### src/rtl/small_comb_logic_pipe_sv.sv
// small_comb_logic_pipe_sv
// Two-stage elastic pipeline around a small set of logic/arithmetic functions.
// Stage 1 captures the incoming beat (data + op); stage 2 holds the computed
// result. The running accumulator is committed exactly when an ACC beat moves
// from stage 1 into stage 2, so it never changes on a stalled beat.
module small_comb_logic_pipe_sv #(
    parameter int DW    = 8,   // data width, even and >= 4
    parameter int ACC_W = 16   // accumulator width, >= DW
) (
    input  logic             clk,
    input  logic             resetn,
    input  logic             in_valid,
    output logic             in_ready,
    input  logic [DW-1:0]    d_in,
    input  logic [2:0]       op,
    input  logic             clr_acc,
    output logic             out_valid,
    input  logic             out_ready,
    output logic [DW-1:0]    d_out,
    output logic [ACC_W-1:0] acc,
    output logic             ovf
);

    localparam int H = DW / 2;

    typedef enum logic [2:0] {
        OP_PASS = 3'd0,
        OP_INV  = 3'd1,
        OP_XOR  = 3'd2,
        OP_SUM  = 3'd3,
        OP_AND  = 3'd4,
        OP_OR   = 3'd5,
        OP_PAR  = 3'd6,
        OP_ACC  = 3'd7
    } op_e;

    // Stage 1: captured beat
    logic          s1_valid_q, s1_valid_d;
    logic [DW-1:0] s1_data_q,  s1_data_d;
    op_e           s1_op_q,    s1_op_d;

    // Stage 2: computed result
    logic          s2_valid_q, s2_valid_d;
    logic [DW-1:0] s2_data_q,  s2_data_d;

    // Accumulator state
    logic [ACC_W-1:0] acc_q, acc_d;
    logic             ovf_q, ovf_d;

    // Pipeline control
    logic s2_load;
    logic s1_load;
    logic acc_adv;

    // Accumulator datapath
    logic [ACC_W-1:0] acc_base;
    logic [ACC_W:0]   acc_sum;

    // Function datapath
    logic [H-1:0]  op_a, op_b;
    logic [H:0]    sum_ab;
    logic [DW-1:0] result;

    // Elastic handshake: a stage may load when it is empty or its contents
    // move on in this same cycle. in_ready is combinational from out_ready.
    always_comb begin
        s2_load  = !s2_valid_q || out_ready;
        s1_load  = !s1_valid_q || s2_load;
        in_ready = s1_load;
    end

    // Stage 1 next state: capture a new beat whenever stage 1 frees up.
    always_comb begin
        s1_valid_d = s1_valid_q;
        s1_data_d  = s1_data_q;
        s1_op_d    = s1_op_q;
        if (s1_load) begin
            s1_valid_d = in_valid;
            if (in_valid) begin
                s1_data_d = d_in;
                s1_op_d   = op_e'(op);
            end
        end
    end

    // Accumulator next state: clear applies before the add, so a clear in
    // the same cycle as an ACC advance restarts from the incoming data.
    always_comb begin
        acc_adv  = s2_load && s1_valid_q && (s1_op_q == OP_ACC);
        acc_base = clr_acc ? '0 : acc_q;
        acc_sum  = {1'b0, acc_base} + {1'b0, ACC_W'(s1_data_q)};
        acc_d    = acc_q;
        ovf_d    = ovf_q;
        if (acc_adv) begin
            acc_d = acc_sum[ACC_W-1:0];
            ovf_d = (ovf_q && !clr_acc) || acc_sum[ACC_W];
        end else if (clr_acc) begin
            acc_d = '0;
            ovf_d = 1'b0;
        end
    end

    // Result of the beat sitting in stage 1, zero-extended to DW.
    always_comb begin
        op_a   = s1_data_q[H-1:0];
        op_b   = s1_data_q[DW-1:H];
        sum_ab = {1'b0, op_a} + {1'b0, op_b};
        result = '0;
        case (s1_op_q)
            OP_PASS: result = s1_data_q;
            OP_INV:  result = ~s1_data_q;
            OP_XOR:  result = DW'(op_a ^ op_b);
            OP_SUM:  result = DW'(sum_ab);
            OP_AND:  result = DW'(&s1_data_q);
            OP_OR:   result = DW'(|s1_data_q);
            OP_PAR:  result = DW'(^s1_data_q);
            OP_ACC:  result = acc_sum[DW-1:0];
            default: result = '0;
        endcase
    end

    // Stage 2 next state: take stage 1's result whenever stage 2 frees up.
    always_comb begin
        s2_valid_d = s2_valid_q;
        s2_data_d  = s2_data_q;
        if (s2_load) begin
            s2_valid_d = s1_valid_q;
            if (s1_valid_q) begin
                s2_data_d = result;
            end
        end
    end

    // Stage 1 registers
    always_ff @(posedge clk or negedge resetn) begin
        if (!resetn) begin
            s1_valid_q <= 1'b0;
            s1_data_q  <= '0;
            s1_op_q    <= OP_PASS;
        end else begin
            s1_valid_q <= s1_valid_d;
            s1_data_q  <= s1_data_d;
            s1_op_q    <= s1_op_d;
        end
    end

    // Stage 2 registers
    always_ff @(posedge clk or negedge resetn) begin
        if (!resetn) begin
            s2_valid_q <= 1'b0;
            s2_data_q  <= '0;
        end else begin
            s2_valid_q <= s2_valid_d;
            s2_data_q  <= s2_data_d;
        end
    end

    // Accumulator and sticky overflow registers
    always_ff @(posedge clk or negedge resetn) begin
        if (!resetn) begin
            acc_q <= '0;
            ovf_q <= 1'b0;
        end else begin
            acc_q <= acc_d;
            ovf_q <= ovf_d;
        end
    end

    assign out_valid = s2_valid_q;
    assign d_out     = s2_data_q;
    assign acc       = acc_q;
    assign ovf       = ovf_q;

endmodule

### config.mk
export PLATFORM = sky130hd
export DESIGN_NAME = small_comb_logic_pipe_sv
export DESIGN_NICKNAME = d
export VERILOG_FILES = /design/src/rtl/small_comb_logic_pipe_sv.sv
export SDC_FILE = /design/constraint.sdc
export NUM_CORES = 1
export LEC_CHECK = 0
export ABC_AREA = 1
export BUFFER_PORTS_ARGS = -buffer_cell sky130_fd_sc_hd__buf_2
export CAP_MARGIN = 10
export CORE_AREA = 10 10 84 86
export DETAILED_ROUTE_END_ITERATION = 10
export DIE_AREA = 0 0 94 96
export PLACE_DENSITY = 0.71
export SLEW_MARGIN = 30
export SYNTH_ARGS = -nofsm -noshare
export SYNTH_HDL_FRONTEND = slang
export SYNTH_SLANG_ARGS = --single-unit
### constraint.sdc
create_clock -name clk -period 2.95 [get_ports clk]
set_input_delay 0.1475 -clock clk [delete_from_list [all_inputs] [get_ports clk]]
set_output_delay 0.1475 -clock clk [all_outputs]
set_load 0.03 [all_outputs]
Yosys cells after proc, flatten, opt, wreduce, memory -nomap -nowiden
Cells that the tools add are included.
{ "totals": {"regBits": 38, "latch_bits": 0, "ramBits": 0, "rom_bits": 0, "inputBits": 16, "output_inout_bits": 27, "word_cells": 39, "mem_count": 0} }
{ "op_classes": {"add_sub_neg": 2, "mul": 0, "n_div": 0, "magnitude_cmp": 0, "eq_ne": 7, "n_shift": 0, "mux": 5, "n_bitwise": 2, "reduce_logical": 16} }
{ "op_table": {"columns": ["operator", "count"], "rows": [
  ["one-hot mux 8 bit (8 select lines)", 1],
  ["2-to-1 mux 16 bit", 2],
  ["adder 16 x 8 -> 17 bit", 1],
  ["equality test 3 bit, second input constant", 4],
  ["inverter 8 bit", 1],
  ["AND reduction 8 bit", 1],
  ["OR reduction 8 bit", 1],
  ["XOR reduction 8 bit", 1],
  ["equality test 3 x 2 -> 1 bit, second input constant", 2],
  ["adder 4 x 4 -> 5 bit", 1],
  ["AND reduction 2 bit", 2],
  ["XOR 4 bit", 1],
  ["equality test 3 x 1 -> 1 bit, second input constant", 1],
  ["logical AND 1 bit", 3],
  ["zero test 1 bit", 3],
  ["zero test 3 bit", 1],
  ["logical OR 1 bit", 3],
  ["2-to-1 mux 1 bit", 2],
  ["nonzero test 2 bit", 1]
]} }

Longest topological paths before layout
Gate-level depths: netlist of run 1.
{ "logic_depth": {"word_depth": 5, "ltp_mapped": 13, "depth_no_buf": 13} }

Worst setup path after synthesis of run 1
Ideal clock, no wire load.
{ "synth_path": {"path_kind": "register -> register", "startpoint": "register acc_q[0] (netlist: acc[0])", "endpoint": "register acc_q[8] (netlist: acc[8])", "setup_ns": 0.079, "t_arrival_ns": 1.835, "t_required_ns": 2.871, "setup_slack_ns": 1.036, "path_stages_with_launch": 11, "path_buffers": 0, "period_less_slack_ns": 1.914, "path_cell_list": "dfrtp_1 > inv_1 > nor2_1 > ha_1 > fa_1 > nand2_1 > nand3_1 > nand3_1 > o211ai_1 > nand2_1 > xor2_1"} }
{ "synth_between": {"elab_chain_cells": 3} }
{ "synth_lines": {"columns": ["item", "line", "rtl"], "rows": [
  ["start, declared", "47", "logic [ACC_W-1:0] acc_q, acc_d;"],
  ["start signal, assigned", "161", "acc_q <= '0;"],
  ["start signal, assigned", "164", "acc_q <= acc_d;"],
  ["2-to-1 mux 16 bit", null, null],
  ["adder 16 x 8 -> 17 bit", "91", "acc_sum = {1'b0, acc_base} + {1'b0, ACC_W'(s1_data_q)};"],
  ["2-to-1 mux 16 bit", "94", "if (acc_adv) begin"],
  ["named net acc_d[8]", "47", null]
]} }
The timed path passes the listed nets, and every way through them passes these cells.
A chain may end at the register's enable or synchronous reset.

Worst setup path in the final report of run 1
{ "layout_path": {"startpoint": "register s1_data_q[0]", "endpoint": "register acc_q[8] (netlist: acc[8])"} }
{ "layout_between": {"elab_chain_cells": 2} }
{ "layout_lines": {"columns": ["item", "line", "rtl"], "rows": [
  ["start, declared", "39", "logic [DW-1:0] s1_data_q, s1_data_d;"],
  ["start signal, assigned", "142", "s1_data_q <= s1_data_d;"],
  ["adder 16 x 8 -> 17 bit", "91", null],
  ["2-to-1 mux 16 bit", "94", null],
  ["named net acc_d[8]", "47", null]
]} }
The timed path passes the listed nets, and every way through them passes these cells.

==> results of run 1 <==
==> cells in the mapped netlist (all sizes together) <==
master and number:
a21oi 19, a22oi 1, a31oi 1, buf 4, clkbuf 2, dfrtp 38, fa 2, ha 20
inv 49, nand2 127, nand3 29, nand3b 3, nand4 3, nor2 52, nor3 4, o2111ai 1
o211ai 3, o21ai 11, o21bai 1, o31ai 1, or2 1, xnor2 2, xor2 5
==> power breakdown <==
group | total, mW | internal (mW) | switching (mW)
Clock | 0.547 | 0.339 | 0.208
Combinational | 0.715 | 0.230 | 0.485
Sequential | 0.681 | 0.608 | 0.0730
Total | 1.94 | 1.18 | 0.766
==> critical path: cells and delay by family (launching register included) <==
kind	cells	cell delay (ps)
fa+ha+maj	2	650
flops	1	440
simple gates	4	430
compound gates	1	210
xor+xnor	1	140
==> final cells by class <==
class	count	area [µm²]	area share [%]
Clock inverter	3	68.8	2.24
Timing Repair Buffer	44	248	8.05
Inverter	49	184	5.98
Multi-Input combinational cell	286	1470	47.7
Clock buffer	5	68.8	2.24
Sequential cell	38	951	30.9
Tap cell	72	90.1	2.93
==> per-layer routing <==
layer  global-route usage (%)  up-vias
li1                         -     1284
met5                        0        -
met1                     17.5     1137
met4                     4.94        0
met2                     26.8       61
met3                     4.05       11
==> state kept, by name (all words and copies together), names as in the netlist <==
| register | count |
|---|---|
| acc | 16 |
| s1_data_q | 8 |
| d_out | 8 |
| s1_valid_q | 1 |
| out_valid | 1 |
| ovf | 1 |
| s1_op_q | 3 |
==> logic make-up (layout without fill, tap and decap cells) <==
family          Yosys count  after routing  synth area share, %
simple gates            219            219                 34.3
buf+inv                  55            101                 8.39
compound gates           38             38                 7.97
flops                    38             38                 36.0
fa+ha+maj                22             22                 11.0
xor+xnor                  7              7                 2.32
==> metrics by stage <==
stage | util (%) | power (mW) | setup slack [ps] | std cells | hold slack [ps]
floorplan | - | 1.21 | 1040 | 379 | -148
global placement | 53.7 | 1.40 | 999 | 487 | 304
detailed placement | 53.7 | 1.41 | 954 | 487 | 323
CTS | 56.4 | 1.96 | 994 | 496 | 79.9
global route | 56.9 | 2.08 | 813 | 497 | 89.0
finish | 56.9 | 1.94 | 1020 | 497 | 73.1
==> final timing paths <==
path	slack [ps]	startpoint	endpoint	depth (start not counted)
worst max-delay path	1020	s1_data_q[0]	acc[8]	8
worst min register to register	480	d_out[4]	d_out[4]	2
worst min-delay path	70	d_in[6]	s1_data_q[6]	3
worst max register to register	1020	s1_data_q[0]	acc[8]	8
max in group asynchronous	2190	resetn	acc[0]	3
min in group asynchronous	300	resetn	acc[6]	2
==> results.ini, run 1 <==
[clocking]
cts_setup_buffers = 0
cts.clk_slew.worst_paths_ps = 90
htreeDepth = 2
cts_made_buffers = 5
cts-root-buf = clkbuf_8
cts_hold_buf = 1
cts_sinks = 38
cts_tree = done
clock_latency_ps = 310
clk_path_buf_depth = 2
post_cts_resized = 0

[finish]
n_antenna_cell = 0
drive_gt1_share_pct = 13.4
syn2layout_area_growth_pct = 16.6
final_cell_mix = nand2_1 (126), nor2_1 (51), inv_1 (47)
final_area_mm2 = 0.00308
fillerInstances = 558
layout_commonest_cell = nand2_1
final_nets = 462

[detailed_routing]
wl_met3_um = 424
viasPerCell = 5.02
met1_length_mm = 2.82
route.met2.wl_mm = 3.10
drtIter0Drc = 126
wl_per_cell_um = 12.9
routed.top_layer = met4
postRouteAntennaNets = 0
num_vias = 2493
drcViolationCount = 0
drtPass1Iterations = 4
drt_wl_total_mm = 6.43

[global_routing]
overflow = 0
grt_max_degree = 39
antenna_found_initial = 0
grt_pass1_vias = 2535
grt_usage_pct = 15.2
grt_first_pass_wirelength_mm = 11.1

[critical_path]
cp_data_arrival_time_ps = 2160
crit_path_max_incr_delay_ps = 440
critPathKind = reg2reg
crit_path_end_kind = flip-flop
critPathMaxFanout = 6
start_kind = flip-flop
crit_required_ps = 3180
crit_chain = ha_1 > fa_1 > nand2_1 > nand3_1 > nand3_1 > o211ai_1 > nand2_1 > xor2_1
slowest_stage = dfrtp_1

[timing]
worstMarginPinSlew_ps = 658
hold_viol = 0
slew_violations = 0
rsz0062_at_grt = false
finalCritPeriodShare_pct = 65.5
fin_skew_ps = 17.0
tns_ps = 0
max-slew-margin-rel_pct = 56.0
fmax_ghz = 0.517
layout_min_cycle_time_ps = 1930
finalSetupViolCount = 0

[placed_design]
dp_hpwl_mm = 5.08
port_buffers = 42
dpl_cell_area_mm2 = 0.00290
gp_congestion = 0.913

[outcome]
status = finished clean

[floorplanning]
fp.dieH_um = 96
die_w_um = 94
dieArea_mm2 = 0.00902
row_count = 27
initial_utilization_pct = 48.8
core-area_mm2 = 0.00541
pin_count = 43

[synthesis]
synth_area_leader_cell = dfrtp_1
syn_area_mm2 = 0.00264
synth_top_area_share_pct = 36.0
synth-seq-cells = 38
synth_area_per_cell_um2 = 6.96
synth_cell_types = 31
synthCells = 379
synth_seq_area_share_pct = 36.0
synth_area_leaders = dfrtp_1 (36%), nand2_1 (18%), ha_1 (9.5%)
synth_fp_nets = 417
ys_warn_count = 0

[power]
peakVddDrop_mv = 0.313
leakagePower_nw = 1.69
power_density_mw_per_mm2 = 631

[min_path]
min_path_type = in2reg

[flow_run]
drv_cap = 0

(Power assumes the default switching activity.)
==> inputs of run 2 (changes only) <==
==> constraint.sdc (replaced) <==
create_clock -name clk -period 1.8 [get_ports clk]
set_input_delay 0.09 -clock clk [delete_from_list [all_inputs] [get_ports clk]]
set_output_delay 0.09 -clock clk [all_outputs]
set_load 0.03 [all_outputs]
==> results.ini, run 2 (synthesis gave the netlist of run 1 again) <==
[power]
p_int_mw = 1.79  ; +52%
leakagePower_nw = 1.82  ; +7.5%
p_total_mw = 3.10  ; +59%
clkPwrFrac_pct = 18.8  ; -9.3 points
p_seq_share_pct = 35.6  ; +0.6 points
power_density_mw_per_mm2 = 933  ; +48%
swShare_pct = 42.2  ; +2.8 points
peakVddDrop_mv = 0.653  ; +110%
p_switching_mw = 1.31  ; +71%
comb_power_share_pct = 45.5  ; +8.7 points

[detailed_routing]
drt_wl_total_mm = 6.90  ; +7.3%
postRouteAntennaNets = 0  ; unchanged
drtIter0Drc = 117  ; -7.1%
viasPerCell = 5.07  ; +1.0%
drtPass1Iterations = 6  ; +2
num_vias = 2665  ; +6.9%
drcViolationCount = 0  ; unchanged
wl_per_cell_um = 13.1  ; +1.4%

[critical_path]
rrSetupSlack_ps = -90  ; -1100 ps
crit_chain = inv_2 > nor2_4 > ha_4 > fa_2 > nand2_2 > nand3_4 > nand3_2 > o211ai_1 > nand2_1 > xor2_1
critPathMaxFanout = 6  ; unchanged
cp_data_arrival_time_ps = 2110  ; -50 ps
start_kind = flip-flop
reg2regPathDepth = 10  ; +2
crit_path_end_kind = flip-flop
r2r-start = acc[0]
slowest_stage = dfrtp_2
critPathKind = reg2reg
crit_required_ps = 2020  ; -1160 ps
r2r_end = acc[8]
crit_path_max_incr_delay_ps = 410  ; -30 ps

[finish]
final_cell_mix = nand2_1 (124), nor2_1 (48), inv_1 (45)
drive_gt1_share_pct = 22.5  ; +9.1 points
fillerInstances = 511  ; -8.4%
regArea_um2 = 952  ; +0.13%
n_antenna_cell = 0  ; unchanged
layout_commonest_cell = nand2_1
largest_register_ffs = 16  ; unchanged
final_nets = 491  ; +6.3%
fin_util_pct = 61.4  ; +4.5 points
multiInputGateArea_mm2 = 0.00155  ; +5.9%
syn2layout_area_growth_pct = 25.8

[timing]
timing.final.ws_setup_ps = -85.6  ; -1100 ps
worstMarginPinSlew_ps = 667  ; +9.00 ps
hold_viol = 0  ; unchanged
fin_skew_ps = 9.99  ; -7.06 ps
finalSetupViolCount = 8  ; +8
layout_min_cycle_time_ps = 1890  ; -47.8 ps
rsz0062_at_grt = true
slew_violations = 0  ; unchanged
fmax_ghz = 0.530  ; +2.5%
max-slew-margin-rel_pct = 55.4  ; -0.60 points
finalCritPeriodShare_pct = 105  ; +39 points

[flow_run]
drv_cap = 0  ; unchanged

[clocking]
htreeDepth = 2  ; unchanged
clk_path_buf_depth = 2  ; unchanged
cts-root-buf = clkbuf_8
clock_latency_ps = 300  ; about the same
cts.clk_slew.worst_paths_ps = 80  ; about the same
cts_tree = done
cts_sinks = 38  ; unchanged
cts_made_buffers = 5  ; unchanged

[placed_design]
pre_cts_ws_ps = -89.0  ; -1040 ps
port_buffers = 42  ; unchanged
dp_hpwl_mm = 5.42  ; +6.6%
gp_congestion = 0.961  ; +5.3%

[min_path]
holdPathEnd = s1_data_q[2]
holdPathStages = 3  ; unchanged
worstHoldStart = d_in[2]
min_path_type = in2reg

[global_routing]
grt_pass1_vias = 2547  ; +0.47%
grt_max_degree = 24  ; -38%
grt_usage_pct = 15.6  ; +0.40 points
grt_first_pass_wirelength_mm = 11.4  ; +2.0%
overflow = 0  ; unchanged
antenna_found_initial = 0  ; unchanged

[floorplanning]
initial_utilization_pct = 48.8  ; unchanged
dieArea_mm2 = 0.00902  ; unchanged
fp.dieH_um = 96  ; unchanged
row_count = 27  ; unchanged
die_w_um = 94  ; unchanged
core-area_mm2 = 0.00541  ; unchanged
pin_count = 43  ; unchanged

[outcome]
violations = negative setup slack
status = finished with violations

[run 2: cell count changes in the layout (fill, tap and decap cells not counted), moves of 2 or more]
| cell | previous run | this run |
|---|---|---|
| nand3_1 | 29 | 27 |
| nand2_1 | 126 | 124 |
| inv_2 | 2 | 4 |
| nor2_2 | 0 | 2 |
| nor2_1 | 51 | 48 |
| inv_1 | 47 | 45 |
| ha_1 | 20 | 18 |
| bufinv_16 | 2 | 0 |
| ha_4 | 0 | 2 |
| clkinv_2 | 0 | 2 |
| nand2_2 | 0 | 2 |
| buf_4 | 0 | 29 |
[run 2: worst max path at each step]
stage,slack (ps),from,end
finish,-90,acc[0],acc[8]
detailed placement,-90,acc[0],acc[8]
global placement,-50,acc[0],acc[8]
CTS,-80,acc[0],acc[12]
floorplan,-7,acc[0],acc[8]
global route,-240,acc[0],acc[12]
[run 2: what timing repair did]
action | in CTS | in global routing
endpoints found under the setup margin | 8 | 20
cloned | 0 | 0
gates resized for setup | 6 | 11
hold endpoints to repair | 19 | 0
hold buffers | 1 | 0
pin swaps | 8 | 11
setup buffers | 2 | 6
[run 2: worst max-delay path, delay by kind of cell (launching register included)]
kind,cells,cell delay [ps]
AO/OA/AOI/OAI,1,220
XOR/XNOR,1,140
AND/OR/NAND/NOR,5,430
adder cells (fa/ha/maj),2,520
flip-flops,1,410
buffers and inverters,1,80
[run 2: cell type report]
type                       instances  share of cell area [%]
inverter                          49                    5.54
multi-input combinational        286                    46.8
tap                               72                    2.71
clock buffer                       6                    2.19
timing repair buffer              73                    13.8
clock inverter                     2                   0.302
sequential                        38                    28.7
[run 2: power by group through the flow]
stage | Sequential [mW] | Clock, mW | Combinational [mW]
final | 1.10 | 0.584 | 1.41
after global routing | 1.12 | 0.630 | 1.57
after CTS | 1.10 | 0.596 | 1.36
after detailed placement | 1.11 | 0 | 1.32
after global placement | 1.11 | 0 | 1.31
after floorplan | 1.32 | 0 | 0.658
[run 2: routing by layer]
| metal | vias up | global-route usage [%] | wire length [µm] |
|---|---|---|---|
| met2 | 78 | 27.8 | 3380 |
| met5 | - | 0 | 0 |
| met3 | 15 | 4.36 | 399 |
| met4 | 0 | 5.57 | 140 |
| met1 | 1224 | 17.5 | 2990 |
| li1 | 1348 | - | - |
[run 2: metrics by stage]
| step | hold slack (ps) | cells | area (µm²) | TNS, ps |
|---|---|---|---|---|
| after floorplan | -206 | 379 | 2650 | -6.54 |
| after global placement | 84.2 | 509 | 3090 | -141 |
| after detailed placement | 74.6 | 509 | 3090 | -384 |
| after CTS | 30.6 | 520 | 3230 | -412 |
| after global routing | 44.2 | 526 | 3320 | -2410 |
| final | 34.9 | 526 | 3320 | -350 |
